File: config.mk
export PLATFORM = sky130hd
export DESIGN_NAME = instr_sequencer
export DESIGN_NICKNAME = d
export VERILOG_FILES = /design/src/rtl/instr_sequencer_pkg.sv /design/src/rtl/instr_sequencer_chk.sv /design/src/rtl/instr_sequencer_cycle_len_lut.sv /design/src/rtl/instr_sequencer.sv
export SDC_FILE = /design/constraint.sdc
export NUM_CORES = 1
export LEC_CHECK = 0
export ABC_AREA = 1
export BUFFER_PORTS_ARGS = -buffer_cell sky130_fd_sc_hd__buf_2
export CAP_MARGIN = 20
export CORE_ASPECT_RATIO = 1.5
export CORE_MARGIN = 1.5
export CORE_UTILIZATION = 37
export CTS_CLUSTER_DIAMETER = 200
export CTS_CLUSTER_SIZE = 25
export DETAILED_ROUTE_END_ITERATION = 10
export SLEW_MARGIN = 20
export SYNTH_ARGS = -nofsm -noshare
export SYNTH_HDL_FRONTEND = slang
export SYNTH_SLANG_ARGS = --single-unit
File: constraint.sdc
create_clock -name clk -period 7.5 [get_ports clk]
set_clock_uncertainty 0.1 [all_clocks]
set_input_delay 1.5 -clock clk [delete_from_list [all_inputs] [get_ports clk]]
set_output_delay 1.5 -clock clk [all_outputs]
set_load 0.1 [all_outputs]
File: src/rtl/instr_sequencer_pkg.sv
// Shared core definitions: decoder command encoding, addressing modes and
// the T-state type, plus small classification helpers.
package instr_sequencer_pkg;

    localparam int MAX_T_DEF = 7;
    localparam int T_W       = 3;

    typedef logic [T_W-1:0] tstate_t;

    typedef enum logic [5:0] {
        CMD_NOP, CMD_LDA, CMD_LDX, CMD_LDY, CMD_STA, CMD_STX, CMD_STY,
        CMD_ADC, CMD_SBC, CMD_AND, CMD_ORA, CMD_EOR, CMD_CMP, CMD_CPX,
        CMD_CPY, CMD_BIT, CMD_ASL, CMD_LSR, CMD_ROL, CMD_ROR, CMD_INC,
        CMD_DEC, CMD_INX, CMD_INY, CMD_DEX, CMD_DEY, CMD_TAX, CMD_TAY,
        CMD_TXA, CMD_TYA, CMD_TSX, CMD_TXS, CMD_CLC, CMD_SEC, CMD_CLI,
        CMD_SEI, CMD_CLV, CMD_CLD, CMD_SED, CMD_JMP, CMD_JSR, CMD_RTS,
        CMD_RTI, CMD_BRK, CMD_PHA, CMD_PHP, CMD_PLA, CMD_PLP, CMD_BCC,
        CMD_BCS, CMD_BEQ, CMD_BNE, CMD_BMI, CMD_BPL, CMD_BVC, CMD_BVS
    } cmd_e;

    typedef enum logic [3:0] {
        AM_IMPL = 4'd0,  AM_IMM  = 4'd1,  AM_A    = 4'd2,  AM_ZPG  = 4'd3,
        AM_ZPGX = 4'd4,  AM_ZPGY = 4'd5,  AM_ABS  = 4'd6,  AM_ABSX = 4'd7,
        AM_ABSY = 4'd8,  AM_IND  = 4'd9,  AM_XIND = 4'd10, AM_INDY = 4'd11,
        AM_REL  = 4'd12
    } addr_e;

    // Read-modify-write only when operating on memory, not the accumulator.
    function automatic logic is_rmw(input logic [5:0] cmd, input logic [3:0] address);
        logic shift_op;
        shift_op = (cmd == CMD_ASL) || (cmd == CMD_ROL) || (cmd == CMD_LSR) ||
                   (cmd == CMD_ROR) || (cmd == CMD_INC) || (cmd == CMD_DEC);
        return shift_op && (address != AM_A);
    endfunction

    function automatic logic is_store(input logic [5:0] cmd);
        return (cmd == CMD_STA) || (cmd == CMD_STX) || (cmd == CMD_STY);
    endfunction

endpackage

File: src/rtl/instr_sequencer_chk.sv
// Simulation checks for the sequencer: flags a T-state counter that runs
// into the wrap-around guard instead of terminating normally.
module instr_sequencer_chk (
    input logic clk,
    input logic rst,
    input logic ready,
    input logic guard
);

    // A correctly sized instruction never reaches the guard.
    a_no_wrap: assert property (@(posedge clk) disable iff (rst) !(ready && guard))
        else $error("instr_sequencer: t_state wrap guard forced return to T0");

endmodule

File: src/rtl/instr_sequencer_cycle_len_lut.sv
// Base instruction length (in cycles) from decoded command and addressing
// mode, before any page-cross or branch-taken extension.
module cycle_len_lut
    import instr_sequencer_pkg::*;
(
    input  logic [5:0] cmd,
    input  logic [3:0] address,
    output logic [2:0] base_n
);

    logic rmw_s;
    logic store_s;

    // Length lookup keyed on addressing mode, refined by command class.
    always_comb begin
        rmw_s   = is_rmw(cmd, address);
        store_s = is_store(cmd);
        base_n  = 3'd2;
        case (address)
            AM_IMPL, AM_IMM, AM_A: begin
                case (cmd)
                    CMD_PHA, CMD_PHP:          base_n = 3'd3;
                    CMD_PLA, CMD_PLP:          base_n = 3'd4;
                    CMD_JSR, CMD_RTI, CMD_RTS: base_n = 3'd6;
                    CMD_BRK:                   base_n = 3'd7;
                    default:                   base_n = 3'd2;
                endcase
            end
            AM_ZPG:           base_n = rmw_s ? 3'd5 : 3'd3;
            AM_ZPGX, AM_ZPGY: base_n = rmw_s ? 3'd6 : 3'd4;
            AM_ABS: begin
                if (cmd == CMD_JMP) begin
                    base_n = 3'd3;
                end else if (cmd == CMD_JSR || rmw_s) begin
                    base_n = 3'd6;
                end else begin
                    base_n = 3'd4;
                end
            end
            AM_IND:           base_n = 3'd5;
            AM_XIND:          base_n = 3'd6;
            AM_ABSX, AM_ABSY: base_n = rmw_s ? 3'd7 : (store_s ? 3'd5 : 3'd4);
            AM_INDY:          base_n = store_s ? 3'd6 : 3'd5;
            AM_REL:           base_n = 3'd2;
            default:          base_n = 3'd2;
        endcase
    end

endmodule

File: src/rtl/instr_sequencer.sv
// Instruction register and T-state sequencer: fetches opcodes in T0 and
// counts execute cycles, stretching for page crossings and taken branches.
module instr_sequencer
    import instr_sequencer_pkg::*;
#(
    parameter logic [7:0] RESET_IR = 8'h00,
    parameter int         MAX_T    = MAX_T_DEF
) (
    input  logic       clk,
    input  logic       rst,
    input  logic       ready,
    input  logic [7:0] data_in,
    input  logic [5:0] cmd,
    input  logic [3:0] address,
    input  logic       page_cross,
    input  logic       branch_taken,
    output logic [7:0] ir,
    output logic [2:0] t_state,
    output logic       sync,
    output logic       instr_done
);

    localparam tstate_t GUARD_T = tstate_t'(MAX_T - 1);

    logic [7:0] ir_r;
    tstate_t    t_r;
    tstate_t    last_r;
    logic       ext_r;

    logic [2:0] base_n_s;
    tstate_t    last_eff_s;
    tstate_t    last_next_s;
    tstate_t    t_next_s;
    logic       at_last_s;
    logic       ext_s;
    logic       done_s;
    logic       guard_s;
    logic       indexed_read_s;
    logic       is_rel_s;

    cycle_len_lut u_lut (
        .cmd     (cmd),
        .address (address),
        .base_n  (base_n_s)
    );

    // Last-cycle tracking, extension decision and next T-state.
    always_comb begin
        // cmd/address only become valid in T1, so the base length is used live there.
        last_eff_s = (t_r == 3'd1) ? tstate_t'(base_n_s - 3'd1) : last_r;
        at_last_s  = (t_r == last_eff_s) && (t_r != 3'd0);
        is_rel_s   = (address == AM_REL);
        indexed_read_s = ((address == AM_ABSX) || (address == AM_ABSY) || (address == AM_INDY)) &&
                         !is_store(cmd) && !is_rmw(cmd, address);
        // ext_r keeps an indexed read from stretching more than once.
        ext_s = at_last_s &&
                ((indexed_read_s && page_cross && !ext_r) ||
                 (is_rel_s && (t_r == 3'd1) && branch_taken) ||
                 (is_rel_s && (t_r == 3'd2) && page_cross));
        done_s      = at_last_s && !ext_s;
        last_next_s = ext_s ? tstate_t'(last_eff_s + 3'd1) : last_eff_s;
        guard_s     = (t_r == GUARD_T) && !done_s;
        if (t_r == 3'd0) begin
            t_next_s = 3'd1;
        end else if (done_s || guard_s) begin
            t_next_s = 3'd0;
        end else begin
            t_next_s = t_r + 3'd1;
        end
    end

    // State registers; a low ready freezes everything.
    always_ff @(posedge clk or posedge rst) begin
        if (rst) begin
            ir_r   <= RESET_IR;
            t_r    <= 3'd0;
            last_r <= 3'd0;
            ext_r  <= 1'b0;
        end else if (ready) begin
            if (t_r == 3'd0) begin
                ir_r <= data_in;
            end
            t_r    <= t_next_s;
            last_r <= last_next_s;
            ext_r  <= (t_next_s == 3'd0) ? 1'b0 : (ext_r | ext_s);
        end
    end

    assign ir         = ir_r;
    assign t_state    = t_r;
    assign sync       = (t_r == 3'd0);
    assign instr_done = done_s;

    instr_sequencer_chk u_chk (
        .clk   (clk),
        .rst   (rst),
        .ready (ready),
        .guard (guard_s)
    );

endmodule

Yosys cells after proc, flatten, opt, wreduce, memory -nomap -nowiden
Cells that the tools add are included.
{"block": "word_totals", "regBits": 15, "output_inout_bits": 13, "word_cells": 99}
{"block": "op_classes", "addsub": 3, "n_eq_ne": 35, "muxes": 14, "bitwise_logic": 1, "n_reduce_logical": 42}
{"operator": "6-bit equality test, second input constant", "count": 9}
{"operator": "6-bit by 5-bit equality test with 1-bit output, second input constant", "count": 6}
{"operator": "3-bit one-hot mux with 8 select lines", "count": 1}
{"operator": "3-bit 2-to-1 mux", "count": 7}
{"operator": "4-bit equality test, second input constant", "count": 5}
{"operator": "6-bit by 3-bit equality test with 1-bit output, second input constant", "count": 3}
{"operator": "4-bit by 3-bit equality test with 1-bit output, second input constant", "count": 4}
{"operator": "1-bit logical AND", "count": 13}
{"operator": "1-bit logical OR", "count": 13}
{"operator": "3-bit one-hot mux with 4 select lines", "count": 1}
{"operator": "4-bit by 2-bit equality test with 1-bit output, second input constant", "count": 2}
{"operator": "2-bit OR reduction", "count": 4}
{"operator": "3-bit by 1-bit adder with 3-bit output, second input constant", "count": 2}
{"operator": "3-bit logical NOT", "count": 2}
{"operator": "2-bit 2-to-1 mux", "count": 3}
{"operator": "3-bit OR reduction", "count": 2}
{"operator": "1-bit logical NOT", "count": 5}
{"operator": "4-bit by 1-bit equality test with 1-bit output, second input constant", "count": 1}
{"operator": "4-bit logical NOT", "count": 1}
{"operator": "4-bit by 2-bit != test with 1-bit output, second input constant", "count": 1}
{"operator": "3-bit by 1-bit equality test with 1-bit output, second input constant", "count": 1}
{"operator": "3-bit by 2-bit equality test with 1-bit output, second input constant", "count": 1}
{"operator": "3-bit equality test", "count": 1}
{"operator": "3-bit equality test, second input constant", "count": 1}
{"operator": "5 further kinds", "count": 6}

Depth between registers and ports, before layout
Gate-level depths: netlist (run 1).
{"block": "depth", "depth_word": 25, "ltp_mapped": 22, "ltp_nobuf": 22}

Cells and area by module
From an unflattened synthesis (run 1), not the netlist that was laid out.
{"block": "hier_totals", "cells_unflattened": 227, "hier_area_um2": 1402.6}
{"mod": "instr_sequencer", "instances": 1, "cells_each": 149, "area_each_um2": 1077.3, "seq_area_each_um2": 375.4}
{"mod": "cycle_len_lut", "instances": 1, "cells_each": 78, "area_each_um2": 325.3, "seq_area_each_um2": 0.0}

Worst setup path after synthesis (run 1)
OpenSTA, ideal clock, no wires.
{"block": "synth_path", "kind": "input -> output", "startpoint": "input port cmd[4]", "endpoint": "output port instr_done", "arrival_time_ns": 3.855, "t_required_ns": 5.900, "setup_slack_ns": 2.045, "stages": 14, "cell_sequence": "inv_1 nand3_1 inv_1 a21oi_1 a2111oi_0 o2111a_1 ha_1 o21ai_0 inv_1 nand2_1 nand3_1 nor2_2 nand3_2 inv_1"}
{"block": "synth_between", "elab_chain_cells": 18, "word_cells_on_any_way": 54, "classes_between": "1 x add/sub; 19 x eq/ne; 10 x mux; 24 x reduce/logical"}
{"item": "start, declared", "line_no": "instr_sequencer.sv:13", "text": "input logic [5:0] cmd,"}
{"item": "6-bit by 5-bit equality test with 1-bit output", "line_no": "instr_sequencer_pkg.sv:31", "text": "shift_op = (cmd == CMD_ASL) || (cmd == CMD_ROL) || (cmd == CMD_LSR) ||"}
{"item": "1-bit logical OR (3 in a row)", "line_no": "instr_sequencer_pkg.sv:31"}
{"item": "1-bit logical OR (2 in a row)", "line_no": "instr_sequencer_pkg.sv:32", "text": "(cmd == CMD_ROR) || (cmd == CMD_INC) || (cmd == CMD_DEC);"}
{"item": "1-bit logical AND", "line_no": "instr_sequencer_pkg.sv:33", "text": "return shift_op && (address != AM_A);"}
{"item": "1-bit logical OR", "line_no": "instr_sequencer_cycle_len_lut.sv:34", "text": "end else if (cmd == CMD_JSR || rmw_s) begin"}
{"item": "2-bit 2-to-1 mux", "line_no": "instr_sequencer_cycle_len_lut.sv:34"}
{"item": "3-bit 2-to-1 mux", "line_no": "instr_sequencer_cycle_len_lut.sv:32", "text": "if (cmd == CMD_JMP) begin"}
{"item": "3-bit one-hot mux with 8 select lines", "line_no": "instr_sequencer_cycle_len_lut.sv:19", "text": "case (address)"}
{"item": "3-bit by 1-bit subtractor with 3-bit output", "line_no": "instr_sequencer.sv:50", "text": "last_eff_s = (t_r == 3'd1) ? tstate_t'(base_n_s - 3'd1) : last_r;"}
{"item": "3-bit 2-to-1 mux", "line_no": "instr_sequencer.sv:50"}
{"item": "3-bit equality test", "line_no": "instr_sequencer.sv:51", "text": "at_last_s = (t_r == last_eff_s) && (t_r != 3'd0);"}
{"item": "1-bit logical AND", "line_no": "instr_sequencer.sv:51"}
{"item": "1-bit logical AND", "line_no": "instr_sequencer.sv:56", "text": "ext_s = at_last_s &&"}
{"item": "1-bit logical NOT", "line_no": "instr_sequencer.sv:60", "text": "done_s = at_last_s && !ext_s;"}
{"item": "1-bit logical AND *", "line_no": "instr_sequencer.sv:60"}
{"item": "end, declared", "line_no": "instr_sequencer.sv:20", "text": "output logic instr_done"}
Mark *: on every way between the ends. The rest lies on a longest branch, timed or not.

Final worst setup path (run 1)
Same ends and word-level chain as after synthesis.

==> summary.txt, run 1 <==
Outcome
  • Status: completed

Clocking
  • Post-cts sizing count: 0
  • CTS Root Cell: clkbuf_8
  • CTS tree: built
  • Sink Count: 15
  • Clk Latency, worst-skew pair: 0.24 ns
  • CTS max path bufs: 2
  • Cts bufs inserted: 3
  • CTS H-Tree Depth: 1
  • Post-CTS setup buffer count: 0
  • CTS hold repair buffers: 0
  • Clock-pin slew on the worst setup and hold paths: 0.05 ns

Worst hold path
  • Worst min-delay path category: flop to flop
  • Sink of the worst hold path: last_r[1]
  • Hold Path Origin: last_r[1]
  • WHS Path Cells: 2

Synthesis
  • Netlist cell types: 32
  • Synth Cell Area: 0.001290 mm^2
  • Syn Nets: 215
  • Share of synthesized registers carrying an async set or reset: 1.000
  • Area leader, netlist: dfrtp_1
  • Commonest register cell after synthesis: dfrtp_1
  • Area contributors post-synth: dfrtp_1 (29%), nand2_1 (13%), inv_1 (7.9%)
  • Syn avg cell area: 6.935 um^2
  • Synthesis-stage register bit count: 15
  • Post-synthesis cell count: 186
  • Post-synth EDFFs: 0
  • YS warnings: 0
  • Yosys top cell area share: 0.2910
  • Post-synthesis sequential area ratio: 0.2910

Worst setup path
  • Crit-path max cell delay: 0.41 ns
  • Critical path type: primary input to primary output
  • Worst path arrival time: 4.02 ns
  • Crit-path max FO: 4
  • Req. time, crit path: 5.90 ns
  • CP top delay family: compound AO/OA/AOI/OAI gates
  • Critical-path top delay cell: buf_2
  • CP endpoint kind: primary output
  • Worst Reg-to-Reg Cells: 11
  • CP Cell Sequence: buf_2 > inv_1 > nand3_1 > inv_1 > a21oi_1 > a2111oi_0 > o2111a_1 > ha_1 > o21ai_0 > inv_1 > nand2_1 > nand3_1 > nor2_2 > nand3_2 > inv_1 > buf_2
  • Crit start category: primary input
  • R2r setup slk: 5.27 ns
  • R2r endpoint: last_r[2]
  • Crit path buf inv count: 6
  • R2R Path Start: t_state[1]
  • CP dominant cell by count: inv_1

Placed design
  • GPL Wtd Cong: 0.7535
  • Pre-CTS setup slack: 1.852 ns
  • IO Port Bufs: 35
  • Post-detailed-placement half-perimeter wirelength: 2537 um
  • DP Cell Count: 262

Power
  • VDD IR-drop max: 333.3 uV
  • Leakage: 0.0008707 uW
  • Total chip power: 746.3 uW
  • Power per cell area: 478.7 mW/mm^2

Layout
  • Fraction of final layout cells sized beyond drive strength 1: 0.2946
  • Commonest cells after routing, fill and taps aside: nand2_1 (46), buf_2 (35), inv_1 (27)
  • Fillers: 373
  • Ant. Diodes: 0
  • Layout Nets: 254
  • Fin cells: 266
  • Area grow syn2layout: 20.85%
  • Most common cell after layout, fill and taps aside: nand2_1
  • Util after Layout: 0.4608

STA
  • Worst Max-Slew Pin Slew: 0.5402 ns
  • Final hold violations: 0
  • RSZ-0062 raised after global routing: no
  • Slack of the critical path: 1.876 ns
  • Setup TNS: 0 ns
  • Final setup vio count: 0
  • F_max: 177.8 MHz
  • Slew HR: 0.6395
  • Final Max Tran Viols: 0
  • Final Critical Period: 5.624 ns
  • Final worst-path cycle share: 0.7498

Route
  • Via Count: 1,302
  • Routed WL per cell: 11.25 um
  • DR vias/cell: 4.895
  • DR iter-0 viols: 30
  • Initial DRT Pass Iterations: 4
  • Residual DRC count: 0
  • DRT antenna net count: 0
  • Final WL: 2993 um

Flow run
  • Max Cap Viol: 0

Die
  • Io pins: 36
  • Core area: 0.003383 mm^2
  • Die Ht: 75.32 um
  • Initial Util: 0.3813
  • Die footprint: 0.003857 mm^2
  • Std-Cell Rows: 26
  • Die width: 51.21 um

GRT
  • Total grt overflow: 0
  • Vias in the first global route: 1,255
  • Global-route wire length before repair: 5030 um
  • Largest net degree at the start of global routing: 16
  • Initial antenna violation count: 0
  • GRT Util Overall: 0.1684
==> tightest hold or removal path: stages (launching register included) <==
cell and delay (ns):
dfrtp_1 0.34, nand2_1 0.05, o21ai_1 0.06
==> worst max path at each step <==
| stage | endpoint | startpoint | cells past startpoint |
|---|---|---|---|
| after floorplan | instr_done | cmd[4] | 14 |
| after global placement | instr_done | address[0] | 15 |
| after detailed placement | instr_done | cmd[4] | 16 |
| after CTS | instr_done | cmd[4] | 16 |
| after global routing | instr_done | cmd[4] | 16 |
| final | instr_done | cmd[4] | 16 |
==> cells by family (layout without fill, tap and decap cells) <==
| kind of cell | Yosys count | after routing | share of synthesized area |
|---|---|---|---|
| simple gates | 107 | 107 | 0.3899 |
| buf+inv | 31 | 69 | 0.09020 |
| compound gates | 18 | 18 | 0.09409 |
| flops | 15 | 15 | 0.2910 |
| mux | 8 | 8 | 0.06984 |
| fa+ha+maj | 6 | 6 | 0.05819 |
| xor+xnor | 1 | 1 | 0.006791 |
==> cell type report <==
type	count	area (um^2)	area share
multi-input combinational	140	798.3	0.5120
sequential	15	375.4	0.2408
timing repair buffer	35	175.2	0.1124
inverter	30	112.6	0.07223
tap	42	52.55	0.03371
clock buffer	4	45.04	0.02889
==> layer usage <==
metal | routed length (um) | GRT usage | vias up
li1 | - | - | 678
met1 | 1170 | 0.1638 | 578
met2 | 1632 | 0.3449 | 36
met3 | 97 | 0.007843 | 10
met4 | 93 | 0.09649 | 0
met5 | 0 | 0 | -
==> registers in the layout, summed over array words and instances, names as in the netlist <==
name / flops
t_state: 3
last_r: 3
ext_r: 1
ir: 8
==> stage by stage <==
| step | cell area, um^2 | hold WS [ns] |
|---|---|---|
| detailed placement | 1514 | 0.3891 |
| finish | 1559 | 0.3928 |
| global route | 1559 | 0.4185 |
| CTS | 1559 | 0.4018 |
| floorplan | 1290 | 0.3591 |
| global placement | 1514 | 0.3842 |
==> cell usage after synthesis (2+ instances only) <==
cell,number
a21oi_1,4
a31oi_1,3
dfrtp_1,15
ha_1,6
inv_1,27
inv_2,3
mux2_2,8
nand2_1,46
nand2_2,4
nand3_1,19
nand3_2,3
nand4_1,3
nor2_1,19
nor2_2,4
nor3_1,3
o21ai_0,2
or2_2,2
==> power by group <==
group | total [uW] | internal (uW) | switching (uW)
Combinational | 532 | 123 | 409
Clock | 62.7 | 37.5 | 25.1
Sequential | 152 | 121 | 30.2
Total | 746 | 282 | 464
Note: power is estimated with default switching activity, not from simulation.
==> inputs of run 2 (changes only) <==
ABC_AREA = 0   (was 1)
clock period = 5.7 ns   (was 7.5 ns; I/O delays follow)
==> run 2 against run 1 <==
Compared with the run above:
- die area rose by 1.6%
- worst setup slack got worse by 1.4 ns
- routed wire length increased by 10%
- critical path depth is 3 lower
- register-to-register slack worse by 2.2 ns
- global-route usage rose by 0.88 points
- combinational power rose by 33%
- total power increased by 31%
- critical endpoint unchanged
- highest routed layer unchanged
==> summary.txt, run 2 <==
Placed design
  • Post-detailed-placement half-perimeter wirelength: 2644 um (+4.2%)
  • IO Port Bufs: 35 (unchanged)
  • GPL Wtd Cong: 0.7920 (+5.1%)

Clocking
  • Cts bufs inserted: 3 (unchanged)
  • CTS Root Cell: clkbuf_8
  • CTS hold repair buffers: 0 (unchanged)
  • Sink Count: 15 (unchanged)
  • Clock-pin slew on the worst setup and hold paths: 0.05 ns (about the same)
  • CTS H-Tree Depth: 1 (unchanged)
  • Post-CTS setup buffer count: 0 (unchanged)
  • CTS max path bufs: 2 (unchanged)
  • Post-cts sizing count: 0 (unchanged)
  • CTS tree: built
  • Clk Latency, worst-skew pair: 0.24 ns (about the same)

GRT
  • Global-route wire length before repair: 5451 um (+8.4%)
  • GRT Util Overall: 0.1771 (+0.008759)
  • Initial antenna violation count: 0 (unchanged)
  • Vias in the first global route: 1,234 (-1.7%)
  • Total grt overflow: 0 (unchanged)
  • Largest net degree at the start of global routing: 16 (unchanged)

Synthesis
  • Syn avg cell area: 8.860 um^2 (+28%)
  • Mux cell area share after synthesis: 0.07634 (+0.006501)
  • Largest family of logic cells by synthesized area: simple AND/OR/NAND/NOR gates
  • Synthesis-stage register bit count: 15 (unchanged)
  • Simple logic cell fraction of the synthesized area: 0.2557 (-0.1342)
  • Yosys top cell area share: 0.2863 (-0.004720)
  • Post-synthesis cell count: 148 (-20%)
  • Most common cell in the netlist: dfrtp_1
  • Commonest register cell after synthesis: dfrtp_1
  • Share of synthesized registers carrying an async set or reset: 1.000 (unchanged)
  • XOR/XNOR Fraction of Synth Area: 0.02576 (+0.01897)
  • Post-synth EDFFs: 0 (unchanged)
  • Synth Area in Adders: 0.05725 (-0.0009440)
  • Most frequent cells after synthesis: dfrtp_1 (15), nand2_1 (14), nor2_1 (13), inv_1 (9), mux2_2 (8)
  • Area leader, netlist: dfrtp_1
  • Post-synthesis sequential area ratio: 0.2863 (-0.004720)
  • Syn Nets: 177 (-18%)
  • Netlist cell types: 57 (+78%)
  • Synth Cell Area: 0.001311 mm^2 (+1.6%)
  • YS warnings: 0 (unchanged)
  • Area contributors post-synth: dfrtp_1 (29%), mux2_2 (6.9%), ha_1 (5.7%)
  • Complex-gate fraction of the synthesized area: 0.2452 (+0.1511)

STA
  • RSZ-0062 raised after global routing: no
  • Final setup vio count: 0 (unchanged)
  • Slew HR: 0.6324 (-0.007133)
  • Final hold violations: 0 (unchanged)
  • Final Max Tran Viols: 0 (unchanged)
  • Worst Max-Slew Pin Slew: 0.5508 ns (+0.01069 ns)
  • Setup TNS: 0 ns (unchanged)
  • F_max: 191.6 MHz
  • Final worst-path cycle share: 0.9158
  • Min Hold Slack: 0.3833 ns (-0.009457 ns)
  • Final Critical Period: 5.220 ns

Layout
  • Area occupied by multi-input gates: 870.8 um^2 (+9.1%)
  • Fraction of final layout cells sized beyond drive strength 1: 0.2928 (-0.001825)
  • Register area: 375.4 um^2 (unchanged)
  • Area grow syn2layout: 18.42%
  • Ant. Diodes: 0 (unchanged)
  • Commonest cells after routing, fill and taps aside: buf_2 (35), dfrtp_1 (15), nand2_1 (14)
  • Max FFs per register: 8 (unchanged)
  • Layout Nets: 211 (-17%)
  • Most common cell after layout, fill and taps aside: buf_2
  • Fillers: 346 (-7.2%)

Power
  • Power per cell area: 628.2 mW/mm^2 (+31%)
  • VDD IR-drop max: 466.9 uV (+40%)
  • Leakage: 0.0006901 uW (-21%)

Worst setup path
  • Worst Reg-to-Reg Cells: 9 (-2)
  • Critical path type: primary input to primary output
  • Crit path launch: cmd[3]
  • Worst path arrival time: 3.98 ns (-0.04 ns)
  • Crit start category: primary input
  • Req. time, crit path: 4.46 ns (-1.44 ns)
  • R2r endpoint: last_r[1]
  • Critical Path End: instr_done
  • CP endpoint kind: primary output
  • Crit-path max FO: 9 (+5)
  • R2r setup slk: 3.02 ns (-2.25 ns)
  • R2R Path Start: t_state[1]

Worst hold path
  • Worst min-delay path category: flop to flop

Route
  • DR iter-0 viols: 24 (-20%)
  • Routed WL per cell: 14.76 um (+31%)
  • DRT antenna net count: 0 (unchanged)
  • Initial DRT Pass Iterations: 4 (unchanged)
  • Residual DRC count: 0 (unchanged)
  • Final WL: 3291 um (+10%)
  • Via Count: 1,274 (-2.2%)
  • DR vias/cell: 5.713 (+17%)

Die
  • Core area: 0.003383 mm^2 (unchanged)
  • Die Ht: 75.91 um (+0.79%)
  • Std-Cell Rows: 26 (unchanged)
  • Initial Util: 0.3876 (+0.006287)
  • Die footprint: 0.003917 mm^2 (+1.6%)
  • Die width: 51.61 um (+0.77%)
  • Io pins: 36 (unchanged)

Flow run
  • Max Cap Viol: 0 (unchanged)

Outcome
  • Status: completed
## run 2: changes by cell type after synthesis, sizes merged, moves of 5 or more
cell,delta
inv,-21
o21ai,+5
nand2,-37
nor2,-11
nand3,-18
## run 2: per-stage QoR
step	area (um^2)	setup WS (ns)	power (uW)	std cells	utilization
final	1553	0.4799	975.5	223	0.4590
after CTS	1553	0.5061	979.3	223	0.4590
after global routing	1553	0.2010	1029	223	0.4590
after detailed placement	1508	0.5091	892.2	219	0.4456
after floorplan	1316	0.2307	777.3	148	-
after global placement	1508	0.5929	886.1	219	0.4456
## run 2: per-layer routing
| layer | up-vias | share of wire | GRT usage |
|---|---|---|---|
| met5 | - | 0 | 0 |
| met4 | 0 | 0.018 | 0.06842 |
| met3 | 6 | 0.040 | 0.007874 |
| met2 | 42 | 0.55 | 0.3205 |
| met1 | 597 | 0.39 | 0.2113 |
| li1 | 629 | - | - |
## run 2: power breakdown
group          switching [uW]  leakage (uW)  internal [uW]
clock network            33.1     0.0000228           49.4
logic                     532      0.000486            173
registers                34.7      0.000182            153
total                     600      0.000690            376
## run 2: how the worst min path moves through the flow
stage / startpoint / to / slack (ns) / cells after the start
after floorplan: last_r[1] / last_r[1] / 0.35 / 1
after global routing: ir[3] / ir[3] / 0.42 / 1
after global placement: last_r[1] / last_r[1] / 0.38 / 1
final: last_r[1] / last_r[1] / 0.38 / 1
after detailed placement: last_r[1] / last_r[1] / 0.37 / 1
after CTS: last_r[1] / last_r[1] / 0.39 / 1
## run 2: cell families (layout without fill, tap and decap cells)
kind of cell,Yosys count,count (layout)
flip-flops,15,15
multiplexers,9,9
AND/OR/NAND/NOR,60,60
buffers and inverters,15,48
XOR/XNOR,3,3
AO/OA/AOI/OAI,40,40
adder cells (fa/ha/maj),6,6
## run 2: cell type report
cell class,count,share of cell area
Sequential cell,15,0.2417
Inverter,9,0.02176
Multi-Input combinational cell,118,0.5608
Clock buffer,4,0.02901
Timing Repair Buffer,35,0.1128
Tap cell,42,0.03384
## run 2: worst max-delay path: stages
cell and delay [ns]:
buf_2 0.13, or3b_1 0.40, a21oi_1 0.25, o22a_1 0.18, o22a_1 0.11, o21ai_0 0.06
o21ai_0 0.16, ha_1 0.26, o21bai_1 0.21, xnor2_1 0.16, nand3_2 0.22, nor3_2 0.22
buf_2 0.47
==> inputs of run 3 (changes only) <==
REMOVE_ABC_BUFFERS = 1   (was unset)
==> run 3 against run 2 <==
Compared with the run above:
- utilization decreased by 0.15 points
- worst setup slack worse by 0.11 ns
- clock-buffer cell count unchanged
- clock power is 2.8% higher
- sequential power about the same
- critical endpoint unchanged
- global-route usage decreased by 0.57 points
- cell area is 0.32% lower
- final cell count unchanged
- via count up 4.0%
==> summary.txt, run 3 (synthesis gave the netlist of run 2 again) <==
STA
  • F_max: 187.5 MHz (-2.1%)
  • Slew HR: 0.6238 (-0.008599)
  • RSZ-0062 raised after global routing: no
  • Final hold violations: 0 (unchanged)
  • Setup TNS: 0 ns (unchanged)
  • Final worst-path cycle share: 0.9358 (+0.01997)
  • Final Max Tran Viols: 0 (unchanged)
  • Final setup vio count: 0 (unchanged)
  • Worst Max-Slew Pin Slew: 0.5637 ns (+0.01288 ns)
  • Final Critical Period: 5.334 ns (+0.1138 ns)

Die
  • Die Ht: 75.91 um (unchanged)
  • Io pins: 36 (unchanged)
  • Core area: 0.003383 mm^2 (unchanged)
  • Std-Cell Rows: 26 (unchanged)
  • Die width: 51.61 um (unchanged)
  • Die footprint: 0.003917 mm^2 (unchanged)
  • Initial Util: 0.3876 (unchanged)

Worst setup path
  • Crit-path max cell delay: 0.50 ns (+0.03 ns)
  • Crit start category: primary input
  • CP top delay family: simple AND/OR/NAND/NOR gates
  • R2R Path Start: t_state[1]
  • CP endpoint kind: primary output
  • Crit path buf inv count: 2 (unchanged)
  • Critical path type: primary input to primary output
  • Crit path launch: cmd[3]
  • Worst path arrival time: 4.09 ns (+0.11 ns)
  • CP Cell Sequence: buf_2 > or3b_1 > a21oi_1 > o22a_1 > o22a_1 > o21ai_0 > o21ai_0 > ha_1 > o21bai_1 > xnor2_1 > nand3_2 > nor3_1 > buf_2
  • Req. time, crit path: 4.46 ns (about the same)
  • Critical-path top delay cell: buf_2
  • Crit-path max FO: 9 (unchanged)

Layout
  • Fin cells: 223 (unchanged)
  • Max FFs per register: 8 (unchanged)
  • Commonest cells after routing, fill and taps aside: buf_2 (35), dfrtp_1 (15), nand2_1 (14)
  • Ant. Diodes: 0 (unchanged)
  • Fraction of final layout cells sized beyond drive strength 1: 0.2873 (-0.005525)
  • Area grow syn2layout: 18.03%
  • Fillers: 363 (+4.9%)
  • Layout Nets: 211 (unchanged)
  • Most common cell after layout, fill and taps aside: buf_2

Route
  • Residual DRC count: 0 (unchanged)
  • Max layer used: met4
  • DR vias/cell: 5.942 (+4.0%)
  • Met3 routed WL: 168 um (+29%)
  • Metal-1 WL: 1220 um (-5.4%)
  • Final WL: 3230 um (-1.9%)
  • Routed WL per cell: 14.48 um (-1.9%)
  • Via Count: 1,325 (+4.0%)
  • Initial DRT Pass Iterations: 4 (unchanged)
  • DR iter-0 viols: 35 (+46%)
  • DRT antenna net count: 0 (unchanged)
  • Met2 WL post-DR: 1753 um (-3.1%)

Clocking
  • Post-CTS setup buffer count: 0 (unchanged)
  • Clock-pin slew on the worst setup and hold paths: 0.06 ns (about the same)
  • CTS H-Tree Depth: 1 (unchanged)
  • CTS hold repair buffers: 0 (unchanged)
  • Cts bufs inserted: 3 (unchanged)
  • Post-cts sizing count: 0 (unchanged)
  • CTS max path bufs: 2 (unchanged)
  • CTS Root Cell: clkbuf_8
  • Clk Latency, worst-skew pair: 0.24 ns (about the same)
  • CTS tree: built
  • Sink Count: 15 (unchanged)

Flow run
  • Max Cap Viol: 0 (unchanged)

GRT
  • Total grt overflow: 0 (unchanged)
  • GRT Util Overall: 0.1714 (-0.005728)
  • Global-route wire length before repair: 5368 um (-1.5%)
  • Vias in the first global route: 1,278 (+3.6%)
  • Initial antenna violation count: 0 (unchanged)
  • Largest net degree at the start of global routing: 16 (unchanged)

Power
  • Total chip power: 974.4 uW (-0.11%)
  • Power per cell area: 629.6 mW/mm^2 (+0.22%)
  • Leakage: 0.0006879 uW (-0.32%)
  • VDD IR-drop max: 476.0 uV (+1.9%)

Placed design
  • Post-detailed-placement half-perimeter wirelength: 2595 um (-1.8%)
  • DP Cell Count: 219 (unchanged)
  • GPL Wtd Cong: 0.8733 (+10%)
  • IO Port Bufs: 35 (unchanged)

Outcome
  • Status: completed

Worst hold path
  • Worst min-delay path category: flop to flop
  • Hold Path Origin: ir[5]
## run 3: cell counts in the layout (fill, tap and decap cells not counted)
No cell type changed its count.
## run 3: cell type report
class	count	area (um^2)	share of cell area
multi-input combinational	118	865.8	0.5594
sequential	15	375.4	0.2425
timing repair buffer	35	175.2	0.1132
tap	42	52.55	0.03395
clock buffer	4	45.04	0.02910
inverter	9	33.78	0.02183
## run 3: metrics by stage
stage	setup WS, ns	util	area, um^2	hold WS, ns
2_1_floorplan	-0.6690	-	1275	0.3540
3_3_place_gp	0.4960	0.4442	1503	0.3738
3_5_place_dp	0.3918	0.4442	1503	0.3807
4_1_cts	0.3702	0.4575	1548	0.4067
5_1_grt	0.1572	0.4575	1548	0.4295
6_report	0.3661	0.4575	1548	0.4010
## run 3: worst register-to-register path: stages (launching register included)
cell and delay, ns:
dfrtp_1 0.45, inv_1 0.13, ha_1 0.23, nand2b_1 0.23, and2_1 0.25, o21bai_1 0.18
xnor2_1 0.20, nand3_2 0.20, o32a_1 0.33, a211o_1 0.27
## run 3: path summary, 6_finish.rpt
path,to,slack (ns),depth (start not counted)
max in group asynchronous,last_r[0],4.29,2
min in group asynchronous,ir[4],0.84,2
hold reg to reg,ir[5],0.40,1
setup reg to reg,last_r[1],3.01,9
setup / recovery,instr_done,0.37,13
hold / removal,ir[5],0.40,1
## run 3: metal layers
| layer | vias up | global-route usage |
|---|---|---|
| met2 | 52 | 0.3154 |
| met3 | 10 | 0.01378 |
| li1 | 630 | - |
| met5 | - | 0 |
| met1 | 633 | 0.1881 |
| met4 | 0 | 0.08158 |
## run 3: where the power goes
| group | switching (uW) | internal [uW] | leakage [uW] | total [uW] |
|---|---|---|---|---|
| clock network | 35.4 | 49.4 | 0.0000228 | 84.8 |
| registers | 35.8 | 153 | 0.000182 | 189 |
| logic | 529 | 172 | 0.000484 | 701 |
